<file path="config.mk">
export PLATFORM = sky130hd
export DESIGN_NAME = ram_frame_writer_flat
export DESIGN_NICKNAME = d
export VERILOG_FILES = /design/src/rtl/ram_frame_writer_pkg.sv /design/src/rtl/ram_frame_writer_if.sv /design/src/rtl/ram_frame_writer.sv /design/src/flat_wrapper.sv
export SDC_FILE = /design/constraint.sdc
export NUM_CORES = 1
export LEC_CHECK = 0
export CORE_ASPECT_RATIO = 0.75
export CORE_MARGIN = 8
export CORE_UTILIZATION = 25
export CTS_CLUSTER_DIAMETER = 120
export DETAILED_ROUTE_END_ITERATION = 10
export GPL_TIMING_DRIVEN = 0
export PLACE_DENSITY = 0.46
export SYNTH_ARGS = -nofsm -noshare
export SYNTH_HDL_FRONTEND = slang
export SYNTH_SLANG_ARGS = --single-unit
</file>
<file path="constraint.sdc">
create_clock -name clk -period 2.5 [get_ports clk]
set_clock_uncertainty 0.05 [all_clocks]
set_input_delay 0.75 -clock clk [delete_from_list [all_inputs] [get_ports clk]]
set_output_delay 0.75 -clock clk [all_outputs]
set_load 0.01 [all_outputs]
</file>
<file path="src/rtl/ram_frame_writer_pkg.sv">
// Shared definitions for the frame RAM writer: op codes, grid geometry and FSM states.
package ram_frame_writer_pkg;

    localparam int GRID_DIM  = 16;
    localparam int GRID_BITS = 4;
    localparam int CNT_BITS  = 2 * GRID_BITS;

    localparam logic [1:0] OP_SET    = 2'b00;
    localparam logic [1:0] OP_CLR    = 2'b01;
    localparam logic [1:0] OP_TOGGLE = 2'b10;
    localparam logic [1:0] OP_FILL   = 2'b11;

    typedef enum logic [2:0] {
        IDLE,
        WAIT_VB,
        RD,
        RDW,
        WR,
        FILL
    } state_e;

    // True when the fill counter addresses the final cell of the raster.
    function automatic logic is_last_cell(input logic [CNT_BITS-1:0] cnt);
        return cnt == CNT_BITS'(GRID_DIM * GRID_DIM - 1);
    endfunction

endpackage

</file>
<file path="src/rtl/ram_frame_writer_if.sv">
// Command handshake plus frame RAM port of the writer, bundled as one bus.
interface ram_frame_writer_if;
    import ram_frame_writer_pkg::*;

    logic                 cmd_valid;
    logic                 cmd_ready;
    logic [1:0]           cmd_op;
    logic [GRID_BITS-1:0] cmd_x;
    logic [GRID_BITS-1:0] cmd_y;
    logic                 cmd_val;

    logic [GRID_BITS-1:0] ram_x;
    logic [GRID_BITS-1:0] ram_y;
    logic                 ram_we;
    logic                 ram_wdata;
    logic                 ram_rdata;

    // The master issues commands and owns the RAM; the slave is the writer itself.
    modport master (
        output cmd_valid, cmd_op, cmd_x, cmd_y, cmd_val, ram_rdata,
        input  cmd_ready, ram_x, ram_y, ram_we, ram_wdata
    );

    modport slave (
        input  cmd_valid, cmd_op, cmd_x, cmd_y, cmd_val, ram_rdata,
        output cmd_ready, ram_x, ram_y, ram_we, ram_wdata
    );

endinterface

</file>
<file path="src/rtl/ram_frame_writer.sv">
// Turns set/clear/toggle/fill pixel commands into write (or read-modify-write)
// cycles on the 16x16 frame RAM, optionally confined to vertical blanking.
module ram_frame_writer
    import ram_frame_writer_pkg::*;
#(
    parameter bit SYNC_TO_VBLANK = 1'b1
) (
    input  logic                   clk,
    input  logic                   rst_n,
    ram_frame_writer_if.slave      bus,
    input  logic                   vblank,
    output logic                   busy,
    output logic                   done
);

    state_e               state;
    logic [1:0]           op_q;
    logic [GRID_BITS-1:0] x_q;
    logic [GRID_BITS-1:0] y_q;
    logic                 val_q;
    logic [CNT_BITS-1:0]  cnt;
    logic [CNT_BITS-1:0]  next_cnt;
    logic                 vb_ok;

    assign vb_ok         = !SYNC_TO_VBLANK || vblank;
    assign busy          = (state != IDLE);
    assign bus.cmd_ready = (state == IDLE);

    // The fill counter only advances past a cell once that cell has really been written.
    always_comb begin
        next_cnt = cnt;
        if (bus.ram_we) begin
            next_cnt = cnt + CNT_BITS'(1);
        end
    end

    always_ff @(posedge clk or negedge rst_n) begin
        if (!rst_n) begin
            state         <= IDLE;
            op_q          <= OP_SET;
            x_q           <= '0;
            y_q           <= '0;
            val_q         <= 1'b0;
            cnt           <= '0;
            bus.ram_x     <= '0;
            bus.ram_y     <= '0;
            bus.ram_we    <= 1'b0;
            bus.ram_wdata <= 1'b0;
            done          <= 1'b0;
        end else begin
            done <= 1'b0;
            case (state)
                IDLE: begin
                    if (bus.cmd_valid && bus.cmd_ready) begin
                        op_q  <= bus.cmd_op;
                        x_q   <= bus.cmd_x;
                        y_q   <= bus.cmd_y;
                        val_q <= bus.cmd_val;
                        state <= WAIT_VB;
                    end
                end

                WAIT_VB: begin
                    if (vb_ok) begin
                        case (op_q)
                            OP_TOGGLE: begin
                                bus.ram_x <= x_q;
                                bus.ram_y <= y_q;
                                state     <= RD;
                            end
                            OP_FILL: begin
                                cnt           <= '0;
                                bus.ram_x     <= '0;
                                bus.ram_y     <= '0;
                                bus.ram_wdata <= val_q;
                                bus.ram_we    <= 1'b1;
                                state         <= FILL;
                            end
                            default: begin
                                bus.ram_x     <= x_q;
                                bus.ram_y     <= y_q;
                                bus.ram_wdata <= (op_q == OP_SET);
                                bus.ram_we    <= 1'b1;
                                state         <= WR;
                            end
                        endcase
                    end
                end

                RD: begin
                    state <= RDW;
                end

                // Read data for the latched address arrives in this cycle.
                RDW: begin
                    bus.ram_wdata <= ~bus.ram_rdata;
                    bus.ram_we    <= 1'b1;
                    state         <= WR;
                end

                WR: begin
                    bus.ram_we <= 1'b0;
                    done       <= 1'b1;
                    state      <= IDLE;
                end

                FILL: begin
                    if (bus.ram_we && is_last_cell(cnt)) begin
                        bus.ram_we <= 1'b0;
                        done       <= 1'b1;
                        state      <= IDLE;
                    end else begin
                        cnt        <= next_cnt;
                        bus.ram_x  <= next_cnt[GRID_BITS-1:0];
                        bus.ram_y  <= next_cnt[CNT_BITS-1:GRID_BITS];
                        bus.ram_we <= vb_ok;
                    end
                end

                default: begin
                    bus.ram_we <= 1'b0;
                    state      <= IDLE;
                end
            endcase
        end
    end

endmodule

</file>
<file path="src/flat_wrapper.sv">
// flat-port wrapper written by rule: the top's interface ports become plain ports
module ram_frame_writer_flat import ram_frame_writer_pkg::*;
#(
    parameter bit SYNC_TO_VBLANK = 1'b1
)
  (clk, rst_n, vblank, busy, done, bus_cmd_valid, bus_cmd_op, bus_cmd_x, bus_cmd_y, bus_cmd_val, bus_ram_rdata, bus_cmd_ready, bus_ram_x, bus_ram_y, bus_ram_we, bus_ram_wdata);
  ram_frame_writer_if bus_i ();
  input  logic clk;
  input  logic rst_n;
  input  logic vblank;
  output logic busy;
  output logic done;
  input wire logic [$bits(bus_i.cmd_valid)-1:0] bus_cmd_valid;
  input wire logic [$bits(bus_i.cmd_op)-1:0] bus_cmd_op;
  input wire logic [$bits(bus_i.cmd_x)-1:0] bus_cmd_x;
  input wire logic [$bits(bus_i.cmd_y)-1:0] bus_cmd_y;
  input wire logic [$bits(bus_i.cmd_val)-1:0] bus_cmd_val;
  input wire logic [$bits(bus_i.ram_rdata)-1:0] bus_ram_rdata;
  output wire logic [$bits(bus_i.cmd_ready)-1:0] bus_cmd_ready;
  output wire logic [$bits(bus_i.ram_x)-1:0] bus_ram_x;
  output wire logic [$bits(bus_i.ram_y)-1:0] bus_ram_y;
  output wire logic [$bits(bus_i.ram_we)-1:0] bus_ram_we;
  output wire logic [$bits(bus_i.ram_wdata)-1:0] bus_ram_wdata;
  assign bus_i.cmd_valid = bus_cmd_valid;
  assign bus_i.cmd_op = bus_cmd_op;
  assign bus_i.cmd_x = bus_cmd_x;
  assign bus_i.cmd_y = bus_cmd_y;
  assign bus_i.cmd_val = bus_cmd_val;
  assign bus_i.ram_rdata = bus_ram_rdata;
  assign bus_cmd_ready = bus_i.cmd_ready;
  assign bus_ram_x = bus_i.ram_x;
  assign bus_ram_y = bus_i.ram_y;
  assign bus_ram_we = bus_i.ram_we;
  assign bus_ram_wdata = bus_i.ram_wdata;
  ram_frame_writer #(.SYNC_TO_VBLANK(SYNC_TO_VBLANK)) u_core (.clk(clk), .rst_n(rst_n), .bus(bus_i), .vblank(vblank), .busy(busy), .done(done));
endmodule
</file>
==> impl_metrics.py, run 1 <==
metrics = {
    "finish": {
        "register_area_um2": 826,
        "syn_to_final_growth_pct": 27.6,
        "multi_input_area_um2": 786,
        "final_util_pct": 32.3,
        "stdcell_count": 268,
        "diodes": 0,
        "nFillCells": 691,
        "final_nets": 200,
        "drive_gt1_share_pct": 20.7,
    },
    "timing": {
        "drv_slew": 0,
        "max_slew.worst_pin.slew_ns": 0.765,
        "period_needed_ns": 2.42,
        "clock.fmax_ghz": 0.414,
        "maxSlewHeadroom_pct": 49.0,
        "finalSetupViolCount": 0,
        "hold_violations": 0,
        "rsz0062_at_grt": "no",
        "post-route-period-util_pct": 96.7,
    },
    "synth": {
        "syn_area_per_cell_um2": 11.4,
        "postSynthCellCount": 148,
        "synth_ff_type": "dfrtp_1",
        "synth_top_cell_by_area": "dfrtp_1",
        "synth_most_common_cell": "dfrtp_1",
        "synth_edf_count": 0,
        "synth-seq-cells": 33,
        "synth_area_um2": 1690,
        "async_flop_share_pct": 100,
        "seq_area_frac_synth_pct": 48.9,
        "syn_nets": 165,
        "yosys-top-cells-count": "33 x dfrtp_1, 14 x mux2_2, 10 x a21oi_1, 7 x nand2_1, 6 x inv_1",
        "synthTopCellsByArea": "dfrtp_1 49%, mux2_2 9.3%, a21oi_1 3.0%",
        "synth_top_area_share_pct": 48.9,
        "ys_warn_count": 0,
        "synth.distinct_cells": 42,
    },
    "critical_path": {
        "arrival_ns": 1.62,
        "r2r_cells": 6,
        "required_ns": 1.70,
        "worstSetupPathType": "reg -> out",
        "startpoint_type": "flip-flop",
        "reg2reg_from": "u_core.cnt[0]",
        "cp_max_fo": 10,
        "r2r_end": "u_core.bus.ram_x[3]",
        "worst_setup_path_end_kind": "primary output",
        "ff2ff_setup_slack_ns": 0.47,
    },
    "pwr": {
        "powerDensity_nw_per_um2": 1160,
        "power_leakage_nw": 0.907,
        "totalPowerFinal_mw": 2.51,
        "ir_worst_vdd_mv": 0.366,
    },
    "die": {
        "die_x_um": 111,
        "fp.dieArea_um2": 9660,
        "core_um2": 6670,
        "num_io_pins": 29,
        "core.rowCount": 26,
        "fp.dieH_um": 87.2,
        "initial_core_util_pct": 25.3,
    },
    "cts": {
        "cts_tree": "done",
        "cts.path.max_buffers": 2,
        "clk_latency_ns": 0.28,
        "numCtsBuffers": 5,
        "clk_pin_slew_ns": 0.07,
        "cts_max_level": 2,
        "cts-root-buf": "clkbuf_8",
        "cts.sinks": 33,
        "postCtsSetupRepairBufs": 0,
    },
    "outcome": {
        "status": "finished, final reports clean",
    },
    "detailed_routing": {
        "antenna_left": 0,
        "wl_per_cell_um": 14.9,
        "drt-initial-drc-count": 34,
        "drc": 0,
        "vias": 1277,
        "viasPerCell": 4.76,
        "routed_wl_mm": 3.98,
        "drt_first_pass_iters": 4,
    },
    "place": {
        "dpl.hpwl_mm": 2.92,
        "place_inst": 260,
        "gp_congestion": 0.749,
        "portBuffers": 28,
    },
    "min_path": {
        "hold_depth": 1,
        "hold_path.startpoint": "u_core.y_q[1]",
        "hold_end": "u_core.y_q[1]",
        "hold_path_class": "reg -> reg",
    },
    "grt": {
        "grt_pass1_vias": 1318,
        "antenna_found_initial": 0,
        "gr-usage-all-layers_pct": 8.39,
        "globalRouteOverflowTotal": 0,
        "grt_pass1_wl_mm": 6.68,
        "grt_max_degree": 34,
    },
    "flow_run": {
        "drv_cap": 0,
    },
}
## worst max-delay path, stage by stage, from the launching register on
cell and delay, ns:
dfrtp_1 0.41, buf_2 0.19, or3_1 0.40, inv_1 0.08, dlygate4sd2_1 0.27
## where the power goes
part | internal (mW) | switching [mW] | total, mW
sequential | 0.755 | 0.155 | 0.910
clock | 0.193 | 0.189 | 0.381
combinational | 0.654 | 0.561 | 1.21
total | 1.60 | 0.905 | 2.51
## cell type report
| cell class | instances | area share [%] |
|---|---|---|
| flip-flops and latches | 33 | 38.3 |
| multi-input cells | 102 | 36.5 |
| repair buffers | 28 | 12.7 |
| well taps | 84 | 4.88 |
| clock buffers | 6 | 3.37 |
| plain buffers | 7 | 2.73 |
| inverters | 6 | 1.05 |
| clock inverters | 2 | 0.465 |
## per-stage QoR
step / area, µm² / setup WS [ns] / hold WS, ns / TNS [ns]
global placement: 2070 / -0.184 / 0.443 / -3.57
global route: 2150 / 0.0323 / 0.494 / 0
finish: 2150 / 0.0822 / 0.462 / 0
floorplan: 1690 / 0.509 / 0.404 / 0
CTS: 2150 / 0.0528 / 0.462 / 0
detailed placement: 2070 / -0.226 / 0.446 / -0.872
## routing by layer
| metal | wire length [µm] | global-route usage (%) | vias to the layer above |
|---|---|---|---|
| li1 | - | - | 612 |
| met1 | 1940 | 10.4 | 643 |
| met2 | 1890 | 13.9 | 15 |
| met3 | 89 | 1.65 | 7 |
| met4 | 63 | 3.67 | 0 |
| met5 | 0 | 0 | - |
## what timing repair did
action,4_1_cts,5_1_grt
gates cloned,0,0
endpoints found under the setup margin,2,3
hold buffers,0,0
pin swaps,0,0
gates resized for setup,2,1
## flip-flops by register name (all words and copies together), names as in the netlist
register,count
u_core.cnt,8
u_core.val_q,1
u_core.x_q,4
u_core.y_q,4
u_core.op_q,2
u_core.bus.ram_x,4
u_core.bus.ram_we,1
u_core.bus.ram_y,4
u_core.done,1
u_core.state,3
u_core.bus.ram_wdata,1
## cells in the final DEF, fill, tap and decap left out, types with 5 or more instances in the layout
| cell type | Yosys | layout |
|---|---|---|
| a21oi_1 | 10 | 10 |
| clkbuf_8 | 0 | 5 |
| clkdlybuf4s50_1 | 0 | 25 |
| dfrtp_1 | 33 | 33 |
| inv_1 | 6 | 6 |
| mux2_2 | 14 | 14 |
| nand2_1 | 7 | 7 |
| nor3_1 | 5 | 5 |
## worst max-delay path by stage
stage / startpoint / to / slack [ns] / depth (start not counted)
floorplan: vblank / u_core.cnt[1] / 0.51 / 4
global placement: vblank / u_core.cnt[7] / -0.18 / 5
detailed placement: vblank / u_core.cnt[1] / -0.23 / 5
CTS: vblank / u_core.cnt[1] / 0.05 / 5
global route: vblank / u_core.cnt[1] / 0.03 / 5
finish: u_core.state[1] / bus_cmd_ready / 0.08 / 4
## logic make-up after synthesis
family                   share of synthesized area (%)
AO/OA/AOI/OAI                                     16.5
AND/OR/NAND/NOR                                   13.9
flip-flops                                        48.9
multiplexers                                      13.5
buffers and inverters                             4.82
XOR/XNOR                                          1.56
adder cells (fa/ha/maj)                          0.741
Note: power is estimated with default switching activity, not from simulation.
==> run 2, diff against run 1 <==
--- a/config.mk
+++ b/config.mk
@@ -5,6 +5,7 @@
 export SDC_FILE = /design/constraint.sdc
 export NUM_CORES = 1
 export LEC_CHECK = 0
+export ABC_AREA = 0
 export CORE_ASPECT_RATIO = 0.75
 export CORE_MARGIN = 8
 export CORE_UTILIZATION = 25
==> results of run 2 <==
The final DEF is identical to that of run 1; final timing and power are the same.
